===== src/rtl/program_counter_rs_pkg.sv =====
// Shared operation encoding and sizing helper for the program counter with return-address stack.
`default_nettype none

package program_counter_rs_pkg;

    // Decoded per-edge operation, listed in priority order after reset.
    typedef enum logic [2:0] {
        OP_HOLD = 3'd0,
        OP_RET  = 3'd1,
        OP_CALL = 3'd2,
        OP_JMP  = 3'd3,
        OP_BR   = 3'd4,
        OP_INC  = 3'd5
    } pc_op_e;

    function automatic int stack_count_width(input int depth);
        return $clog2(depth + 1);
    endfunction

endpackage

`default_nettype wire


===== src/rtl/program_counter_rs_if.sv =====
// Control and status bundle between the control unit (master) and the program counter (slave).
`default_nettype none

interface program_counter_rs_if
    import program_counter_rs_pkg::*;
#(
    parameter int ADDR_WIDTH  = 16,
    parameter int STACK_DEPTH = 8
);
    localparam int CW = stack_count_width(STACK_DEPTH);

    logic                  stall;
    logic                  jump_enable;
    logic [ADDR_WIDTH-1:0] jump_address;
    logic                  branch_enable;
    logic [ADDR_WIDTH-1:0] branch_offset;
    logic                  call_enable;
    logic                  return_enable;
    logic [ADDR_WIDTH-1:0] counter_reg;
    logic [CW-1:0]         stack_count;
    logic                  stack_empty;
    logic                  stack_full;
    logic                  stack_overflow;
    logic                  stack_underflow;

    modport master (
        output stall, jump_enable, jump_address, branch_enable, branch_offset,
               call_enable, return_enable,
        input  counter_reg, stack_count, stack_empty, stack_full,
               stack_overflow, stack_underflow
    );

    modport slave (
        input  stall, jump_enable, jump_address, branch_enable, branch_offset,
               call_enable, return_enable,
        output counter_reg, stack_count, stack_empty, stack_full,
               stack_overflow, stack_underflow
    );

endinterface

`default_nettype wire


===== src/rtl/program_counter_rs_return_stack.sv =====
// Parametrised LIFO of return addresses; only the occupancy pointer is reset.
`default_nettype none

module program_counter_rs_return_stack
    import program_counter_rs_pkg::*;
#(
    parameter int DATA_WIDTH = 16,
    parameter int DEPTH      = 8
) (
    input  wire logic                                  clk,
    input  wire logic                                  reset,
    input  wire logic                                  push,
    input  wire logic                                  pop,
    input  wire logic [DATA_WIDTH-1:0]                 push_data,
    output logic      [DATA_WIDTH-1:0]                 top_data,
    output logic      [stack_count_width(DEPTH)-1:0]   count,
    output logic                                       full,
    output logic                                       empty
);
    localparam int CW = stack_count_width(DEPTH);
    localparam int IW = $clog2(DEPTH);

    logic [DATA_WIDTH-1:0] mem [0:DEPTH-1];
    logic [IW-1:0]         wr_idx;
    logic [IW-1:0]         top_idx;
    logic                  push_ok;
    logic                  pop_ok;

    assign full    = (count == CW'(DEPTH));
    assign empty   = (count == '0);
    assign push_ok = push && !full;
    assign pop_ok  = pop && !empty;
    assign wr_idx  = IW'(count);
    assign top_idx = IW'(count - CW'(1));
    assign top_data = mem[top_idx];

    // A pop takes precedence if both are requested; the caller never does this.
    always_ff @(posedge clk) begin
        if (reset) begin
            count <= '0;
        end else if (pop_ok) begin
            count <= count - CW'(1);
        end else if (push_ok) begin
            count <= count + CW'(1);
        end
    end

    always_ff @(posedge clk) begin
        if (push_ok && !pop_ok) begin
            mem[wr_idx] <= push_data;
        end
    end

endmodule

`default_nettype wire


===== src/rtl/program_counter_rs.sv =====
// Fetch-stage program counter with increment, jump, relative branch, call/return stack and stall.
`default_nettype none

module program_counter_rs
    import program_counter_rs_pkg::*;
#(
    parameter int                    ADDR_WIDTH   = 16,
    parameter int                    STACK_DEPTH  = 8,
    parameter logic [ADDR_WIDTH-1:0] RESET_VECTOR = '0
) (
    input  wire logic           clk,
    input  wire logic           reset,
    program_counter_rs_if.slave bus
);
    localparam int CW = stack_count_width(STACK_DEPTH);

    pc_op_e                op;
    logic [ADDR_WIDTH-1:0] pc;
    logic [ADDR_WIDTH-1:0] pc_inc;
    logic [ADDR_WIDTH-1:0] top_data;
    logic [CW-1:0]         count;
    logic                  full;
    logic                  empty;
    logic                  push;
    logic                  pop;
    logic                  overflow;
    logic                  underflow;

    always_comb begin
        op = OP_INC;
        if (bus.stall)              op = OP_HOLD;
        else if (bus.return_enable) op = OP_RET;
        else if (bus.call_enable)   op = OP_CALL;
        else if (bus.jump_enable)   op = OP_JMP;
        else if (bus.branch_enable) op = OP_BR;
    end

    assign pc_inc = pc + ADDR_WIDTH'(1);
    assign push   = (op == OP_CALL) && !full;
    assign pop    = (op == OP_RET) && !empty;

    program_counter_rs_return_stack #(
        .DATA_WIDTH (ADDR_WIDTH),
        .DEPTH      (STACK_DEPTH)
    ) u_stack (
        .clk       (clk),
        .reset     (reset),
        .push      (push),
        .pop       (pop),
        .push_data (pc_inc),
        .top_data  (top_data),
        .count     (count),
        .full      (full),
        .empty     (empty)
    );

    // A rejected call or return still advances the PC so fetch never stalls on an error.
    always_ff @(posedge clk) begin
        if (reset) begin
            pc        <= RESET_VECTOR;
            overflow  <= 1'b0;
            underflow <= 1'b0;
        end else begin
            case (op)
                OP_HOLD: pc <= pc;
                OP_RET: begin
                    if (empty) begin
                        pc        <= pc_inc;
                        underflow <= 1'b1;
                    end else begin
                        pc <= top_data;
                    end
                end
                OP_CALL: begin
                    if (full) begin
                        pc       <= pc_inc;
                        overflow <= 1'b1;
                    end else begin
                        pc <= bus.jump_address;
                    end
                end
                OP_JMP:  pc <= bus.jump_address;
                OP_BR:   pc <= pc + bus.branch_offset;
                OP_INC:  pc <= pc_inc;
                default: pc <= pc;
            endcase
        end
    end

    assign bus.counter_reg     = pc;
    assign bus.stack_count     = count;
    assign bus.stack_empty     = empty;
    assign bus.stack_full      = full;
    assign bus.stack_overflow  = overflow;
    assign bus.stack_underflow = underflow;

endmodule

`default_nettype wire

===== src/flat_wrapper.sv =====
// flat-port wrapper written by rule: the top's interface ports become plain ports
module program_counter_rs_flat import program_counter_rs_pkg::*;
#(
    parameter int                    ADDR_WIDTH   = 16,
    parameter int                    STACK_DEPTH  = 8,
    parameter logic [ADDR_WIDTH-1:0] RESET_VECTOR = '0
)
  (clk, reset, bus_stall, bus_jump_enable, bus_jump_address, bus_branch_enable, bus_branch_offset, bus_call_enable, bus_return_enable, bus_counter_reg, bus_stack_count, bus_stack_empty, bus_stack_full, bus_stack_overflow, bus_stack_underflow);
  program_counter_rs_if #(.ADDR_WIDTH(ADDR_WIDTH), .STACK_DEPTH(STACK_DEPTH)) bus_i ();
  input  wire logic clk;
  input  wire logic reset;
  input wire logic [$bits(bus_i.stall)-1:0] bus_stall;
  input wire logic [$bits(bus_i.jump_enable)-1:0] bus_jump_enable;
  input wire logic [$bits(bus_i.jump_address)-1:0] bus_jump_address;
  input wire logic [$bits(bus_i.branch_enable)-1:0] bus_branch_enable;
  input wire logic [$bits(bus_i.branch_offset)-1:0] bus_branch_offset;
  input wire logic [$bits(bus_i.call_enable)-1:0] bus_call_enable;
  input wire logic [$bits(bus_i.return_enable)-1:0] bus_return_enable;
  output wire logic [$bits(bus_i.counter_reg)-1:0] bus_counter_reg;
  output wire logic [$bits(bus_i.stack_count)-1:0] bus_stack_count;
  output wire logic [$bits(bus_i.stack_empty)-1:0] bus_stack_empty;
  output wire logic [$bits(bus_i.stack_full)-1:0] bus_stack_full;
  output wire logic [$bits(bus_i.stack_overflow)-1:0] bus_stack_overflow;
  output wire logic [$bits(bus_i.stack_underflow)-1:0] bus_stack_underflow;
  assign bus_i.stall = bus_stall;
  assign bus_i.jump_enable = bus_jump_enable;
  assign bus_i.jump_address = bus_jump_address;
  assign bus_i.branch_enable = bus_branch_enable;
  assign bus_i.branch_offset = bus_branch_offset;
  assign bus_i.call_enable = bus_call_enable;
  assign bus_i.return_enable = bus_return_enable;
  assign bus_counter_reg = bus_i.counter_reg;
  assign bus_stack_count = bus_i.stack_count;
  assign bus_stack_empty = bus_i.stack_empty;
  assign bus_stack_full = bus_i.stack_full;
  assign bus_stack_overflow = bus_i.stack_overflow;
  assign bus_stack_underflow = bus_i.stack_underflow;
  program_counter_rs #(.ADDR_WIDTH(ADDR_WIDTH), .STACK_DEPTH(STACK_DEPTH), .RESET_VECTOR(RESET_VECTOR)) u_core (.clk(clk), .reset(reset), .bus(bus_i));
endmodule

===== config.mk =====
export PLATFORM = sky130hd
export DESIGN_NAME = program_counter_rs_flat
export DESIGN_NICKNAME = d
export VERILOG_FILES = /design/src/rtl/program_counter_rs_pkg.sv /design/src/rtl/program_counter_rs_if.sv /design/src/rtl/program_counter_rs_return_stack.sv /design/src/rtl/program_counter_rs.sv /design/src/flat_wrapper.sv
export SDC_FILE = /design/constraint.sdc
export NUM_CORES = 1
export LEC_CHECK = 0
export ABC_AREA = 1
export BUFFER_PORTS_ARGS = -buffer_cell sky130_fd_sc_hd__buf_2
export CAP_MARGIN = 20
export CORE_MARGIN = 3
export CORE_UTILIZATION = 55
export CTS_CLUSTER_SIZE = 24
export DETAILED_ROUTE_END_ITERATION = 16
export GPL_TIMING_DRIVEN = 0
export PLACE_DENSITY_LB_ADDON = 0.08
export SLEW_MARGIN = 20
export SYNTH_ARGS = -nofsm -noshare
export SYNTH_HDL_FRONTEND = slang
export SYNTH_SLANG_ARGS = --single-unit

===== constraint.sdc =====
create_clock -name clk -period 2.6 [get_ports clk]
set_clock_uncertainty 0.05 [all_clocks]
set_input_delay 0.26 -clock clk [delete_from_list [all_inputs] [get_ports clk]]
set_output_delay 0.26 -clock clk [all_outputs]
set_load 0.01 [all_outputs]

---- Yosys cells after proc, flatten, opt, wreduce, memory -nomap -nowiden ----
Memories as Yosys holds them, arrays and structs flattened.
Index checks and enable logic that the tools add are counted.
storage, ports and cells
  logic and storage cells ................. 40
  input bits .............................. 39
  output and inout port bits .............. 24
  memory bits (read-only) ................. 0
  memories ................................ 1
  register bits ........................... 22
  bits in latches ......................... 0
  RAM bits ................................ 128
operators by class
  divide/modulo/power cells ............... 0
  shift operators ......................... 0
  multiplexer cells ....................... 12
  $mul .................................... 0
  add/subtract/negate cells ............... 4
  reduce and logical (&&, ||, !) cells .... 13
  order comparisons ....................... 0
  bitwise gates (word level) .............. 0
  equal/unequal tests ..................... 6
memories
  memory              depth  bits a word  rd ports  clocked after memory_dff  wr ports  line                                   text
  u_core.u_stack.mem  8      16           1         0                         1         program_counter_rs_return_stack.sv:23  logic [DATA_WIDTH-1:0] mem [0:DEPTH-1];
operators with widths
  cell                   count
  $pmux 16 s5            1
  $mux 16                2
  $add 16x1->16 const B  1
  $add 16x16->16         1
  $mux 3                 4
  $mux 4                 2
  $eq 3x2->1 const B     2
  $eq 3x3->1 const B     2
  $logic_and 1x1->1      5
  $reduce_bool 5->1      1
  $add 4x1->4 const B    1
  $eq 4x4->1 const B     1
  $logic_not 4->1        1
  $reduce_and 2->1       2
  $sub 4x1->4 const B    1
  $eq 3x1->1 const B     1
  $logic_not 1->1        3
  $mux 1                 3
  $reduce_bool 2->1      1

---- Logic depth before layout (Yosys ltp) ----
  depth after elaboration ................. 12
  mapped depth ............................ 15
  gate-level depth less buffers ........... 13

---- Cells and area by module ----
A second synthesis with hierarchy kept.
unflattened totals
  cell total of the unflattened synthesis .. 890
  area total of the unflattened synthesis .. 7,920.1 µm²
modules (own cells, without submodules)
  module                           seq. area each (µm²)  cells each  area each (µm²)  instances
  program_counter_rs_return_stack  3,923.8               435         5,398.9          1
  program_counter_rs               360.3                 455         2,521.2          1

---- Least setup slack after synthesis ----
Ideal clock, no wire load.
  kind .................................... flip-flop to flip-flop
  start point ............................. register u_core.u_stack.count[0]
  end point ............................... memory u_core.u_stack.mem[0][0] (enable)
  slack ................................... -0.318 ns
  library setup time ...................... 0.388 ns
  cell stages (with the launch flop) ...... 11
  buffers on the path ..................... 3
  required time ........................... 2.162 ns
  clock period less this slack ............ 2.918 ns
  data arrival time ....................... 2.480 ns
  path through ............................ dfxtp_1 > buf_2 > inv_2 > buf_4 > buf_2 > ha_1 > nand2_4 > nor2_8 > nor3_4 > nand2_1 > nor2_1
on the way
  elaborated cells between the ends (all ways) .. 12
  those cells by class .................... 1 x eq/ne; 2 x mux; 9 x reduce/logical
RTL lines
  element                           line                                                             text
  start: declaration                program_counter_rs_return_stack.sv:16                            output logic [stack_count_width(DEPTH)-1:0] count,
  start signal: assignment          program_counter_rs_return_stack.sv:42                            count <= count - CW'(1);
  start signal: assignment          program_counter_rs_return_stack.sv:44                            count <= count + CW'(1);
  $eq 4x4->1 (*)                    program_counter_rs_return_stack.sv:29                            assign full = (count == CW'(DEPTH));
  net bus_stack_full                flat_wrapper.sv:22                                               output wire logic [$bits(bus_i.stack_full)-1:0] bus_stack_full;
  $logic_not 1->1 (*)               program_counter_rs_return_stack.sv:31, program_counter_rs.sv:39
  $logic_and 1x1->1                 program_counter_rs.sv:39                                         assign push = (op == OP_CALL) && !full;
  $logic_and 1x1->1 (*)             program_counter_rs_return_stack.sv:31                            assign push_ok = push && !full;
  $logic_and 1x1->1 (*)             program_counter_rs_return_stack.sv:49                            if (push_ok && !pop_ok) begin
  $mux 1 (*)                        program_counter_rs_return_stack.sv:49
  $mux 1 (implied by the code) (*)  program_counter_rs_return_stack.sv:50                            mem[wr_idx] <= push_data;
  end: declaration                  program_counter_rs_return_stack.sv:23
The timed path passes the listed nets; every way through them passes the cells marked *.

---- Worst setup path after layout ----
  start point ............................. register u_core.u_stack.count[0]
  end point ............................... memory u_core.u_stack.mem[5][0] (enable)
on the way
  cells in the longest elaborated chain, start to end .. 8
  elaborated cells between the ends (all ways) .. 12
  those cells by class .................... 1 x eq/ne; 2 x mux; 9 x reduce/logical
ends and longest elaborated chain
  element                       line                                                             text
  $logic_not 4->1               program_counter_rs_return_stack.sv:30                            assign empty = (count == '0);
  $logic_not 1->1               program_counter_rs_return_stack.sv:32, program_counter_rs.sv:40
  $logic_and 1x1->1             program_counter_rs.sv:40                                         assign pop = (op == OP_RET) && !empty;
  $logic_and 1x1->1             program_counter_rs_return_stack.sv:32                            assign pop_ok = pop && !empty;
  $logic_not 1->1               program_counter_rs_return_stack.sv:49
  $logic_and 1x1->1             program_counter_rs_return_stack.sv:49
  $mux 1                        program_counter_rs_return_stack.sv:49
  $mux 1 (implied by the code)  program_counter_rs_return_stack.sv:50
Parallel ways exist; a longest one is shown, timed or not.

==> flow_summary.rst <==
.. list-table::
   :header-rows: 1

   * - Metric
     - Value
   * - I/O Pins
     - 63
   * - Total area of multi-input combinational cells
     - 0.00327 mm²
   * - Reported leakage power
     - 4.00 nW
   * - Drc violations
     - 0
   * - Share of synthesized registers carrying an async set or reset
     - 0%
   * - End of the worst register-to-register path
     - u_core.u_stack.mem[5][0]
   * - # rows
     - 43
   * - Final Critical Period
     - 2.47 ns
   * - Depth of the worst register-to-register path
     - 11
   * - Hold worst-path end
     - u_core.bus.counter_reg[14]
   * - Fraction of post-synthesis cell area in the top cell type by area
     - 48.5%
   * - Nets in the synthesized netlist
     - 954
   * - Sum of negative setup slack
     - 0 ns
   * - Fin. max-slew vios
     - 0
   * - Fill cell total of the finished layout
     - 1142
   * - Antenna viol nets, final
     - 0
   * - Kind of capture point of the worst setup path
     - flip-flop
   * - Aggregate global-route resource usage
     - 29.2%
   * - Type of origin of the critical path
     - flip-flop
   * - Number of nets at the end of the flow
     - 1048
   * - Global placement routability congestion
     - 0.907
   * - Number of setup violations in the final report
     - 0
   * - Maxcap violations
     - 0
   * - Drt total wl
     - 22.6 mm
   * - Most frequent cells in the layout
     - 268 x nand2_1, 128 x edfxtp_1, 107 x nand3_1, 93 x nor2_1, 71 x buf_2
   * - Maximum buffer depth of the clock tree
     - 2
   * - Sequential area share after synthesis
     - 54.0%
   * - Min-delay src
     - reset
   * - Worst Path Arrival
     - 2.55 ns
   * - Number of instances in the synthesized netlist
     - 896
   * - First-pass GRT wire length
     - 35.2 mm
   * - Storage element area
     - 0.00429 mm²
   * - Status
     - finished clean
   * - Power density relative to cell area
     - 739 mW/mm²
   * - Clock-pin transition on the worst setup and hold timing paths
     - 0.06 ns
   * - Worst IR Drop VDD
     - 0.000501 V
   * - Worst slew margin relative to its limit
     - 29.1%
   * - Tcrit/Tclk final
     - 95.1%
   * - Starting density of the core
     - 56.7%
   * - Insertion delay of the later-clocked pin in the worst-skew pair
     - 0.43 ns
   * - Library cells used by synthesis
     - 41
   * - Final-report hold violation count
     - 0
   * - Final design utilization
     - 67.1%
   * - Slack of the worst reg-to-reg path
     - 0.13 ns
   * - CTS tree
     - done
   * - Number of buffers created by CTS
     - 17
   * - Syn_area_per_cell
     - 8.85 µm²
   * - H-tree Lvls
     - 4
   * - Data required time at the worst endpoint
     - 2.68 ns
   * - Placed Cells incl. Taps
     - 1136
   * - Wirelength per Cell
     - 19.1 µm
   * - Leading area contributor after synthesis
     - edfxtp_1
   * - Share of final-layout standard cells stronger than drive strength 1
     - 17.9%
   * - Die footprint
     - 0.0159 mm²
   * - Final antenna diode count
     - 0
   * - Non-filler instance count after layout
     - 1183
   * - Cell count of the worst hold path
     - 2
   * - Number of antenna violations at the first check in global routing
     - 0
   * - DR vias
     - 6653
   * - Count of warnings emitted by yosys
     - 0
   * - Max FFs per register
     - 128
   * - Post-Synthesis Cell Area
     - 0.00793 mm²
   * - Maximum fanout along the worst path
     - 19
   * - Min-delay worst type
     - in -> reg
   * - Number of clock sinks seen by CTS
     - 150
   * - Input/output buffers
     - 60
   * - Initial drt markers
     - 721
   * - Placeable Area
     - 0.0140 mm²
   * - Start of the worst register-to-register path
     - u_core.u_stack.count[0]
   * - Horizontal die dimension
     - 126 µm
   * - Cells taking the most area after synthesis
     - edfxtp_1 48%, nand2_1 13%, nand3_1 6.8%
   * - Primary FF master, synth
     - edfxtp_1
   * - Post-DP HPWL
     - 15.6 mm
   * - Maximum number of pins on one net before global-route repair
     - 20
   * - Fmax
     - 0.404 GHz
   * - Synth-to-Final Area Change
     - 18.5%
   * - Commonest non-fill, non-tap cell in the layout
     - nand2_1
   * - Number of enable flip-flop cells after synthesis
     - 128
   * - Floorplan die height
     - 126 µm
   * - Per-cell via count in the routed design
     - 5.62
   * - Setup CP Type
     - reg -> reg
   * - Slew at the pin closest to its max-slew limit
     - 1.06 ns
   * - Via count of the first global-routing pass
     - 6360
   * - Number of detailed-route iterations in the first pass
     - 7
   * - Root buffer selected by CTS
     - clkbuf_16
   * - FF+latch count, synth
     - 150
   * - Residual overflow from global routing
     - 0
[kinds of logic (layout without fill, tap and decap cells)]
group / count (synthesis) / after routing / synth area share [%]
simple gates: 514 / 514 / 28.4
flops: 150 / 150 / 54.0
buf+inv: 110 / 217 / 6.17
compound gates: 95 / 95 / 7.23
fa+ha+maj: 19 / 19 / 3.09
xor+xnor: 8 / 8 / 1.07
[routing by layer]
metal | vias up | part of all wire (%) | wire [µm] | GRT usage, %
met3 | 51 | 8.7 | 1960 | 5.85
li1 | 3212 | - | - | -
met1 | 3066 | 40 | 9040 | 38.2
met4 | 0 | 3.2 | 722 | 11.3
met5 | - | 0 | 0 | 0
met2 | 324 | 48 | 10900 | 48.1
[per-stage QoR]
step                setup slack, ns  hold slack [ns]  power, mW  instance area, µm²
CTS                          0.0343           0.0890       6.90                9370
global route                -0.0192           0.0887       7.24                9390
global placement             -0.910            0.390       4.44                8470
detailed placement           -0.994            0.396       4.46                8470
finish                        0.128           0.0916       6.94                9390
floorplan                    -0.112            0.424       3.90                7950
[critical path, cell delays in order (launching register included)]
cell and delay [ns]:
dfxtp_2 0.39, buf_2 0.18, inv_2 0.05, buf_4 0.22
ha_4 0.24, nand2_4 0.14, nor2_8 0.06, nor3_4 0.16
buf_4 0.18, nand2_2 0.13, nor2_4 0.18, buf_12 0.18
[synth_stat cells, types with 2 or more instances]
cell and instances:
inv_2 6, ha_1 18, nand3b_1 3, a21boi_0 6, nor3_1 3, inv_1 70
nand4_1 8, edfxtp_1 128, o22ai_1 15, buf_6 6, buf_2 13, o21ai_0 41
nand2_1 270, nand3_2 4, o21ai_1 2, or2_2 6, nor2_2 2, a22oi_1 4
nand2_2 2, nor2_1 100, a21oi_1 19, buf_4 4, dfxtp_1 22, xor2_1 5
nor2_8 3, nand2_4 2, clkbuf_1 11, nand3_1 107, a22oi_2 4
[timing repair]
action | in CTS | in global routing
hold buffers | 0 | 0
buffers inserted | 16 | 0
endpoints found under the setup margin | 147 | 12
resized for setup | 24 | 6
pin swaps | 8 | 0
[area by class of cell]
type,instances,area share (%)
clock inverters,12,1.44
clock buffers,20,4.65
repair buffers,76,5.68
flip-flops and latches,150,45.6
multi-input cells,636,34.8
well taps,180,2.40
inverters,76,3.08
plain buffers,33,2.35
[power by group]
group	internal, mW	switching (mW)
Combinational	0.552	1.15
Clock	1.49	0.933
Sequential	2.72	0.0864
[worst max-delay path by stage]
stage	startpoint	depth (start not counted)	slack [ns]	end
2_1_floorplan	u_core.u_stack.count[0]	10	-0.11	u_core.u_stack.mem[0][0]
3_3_place_gp	u_core.u_stack.count[0]	10	-0.91	u_core.u_stack.mem[4][7]
3_5_place_dp	u_core.u_stack.count[0]	10	-0.99	u_core.u_stack.mem[4][1]
4_1_cts	u_core.bus.counter_reg[1]	9	0.03	u_core.bus.counter_reg[8]
5_1_grt	u_core.u_stack.count[0]	14	-0.02	u_core.bus.counter_reg[3]
6_report	u_core.u_stack.count[0]	11	0.13	u_core.u_stack.mem[5][0]
No activity file was read; power rests on OpenSTA's default activity.
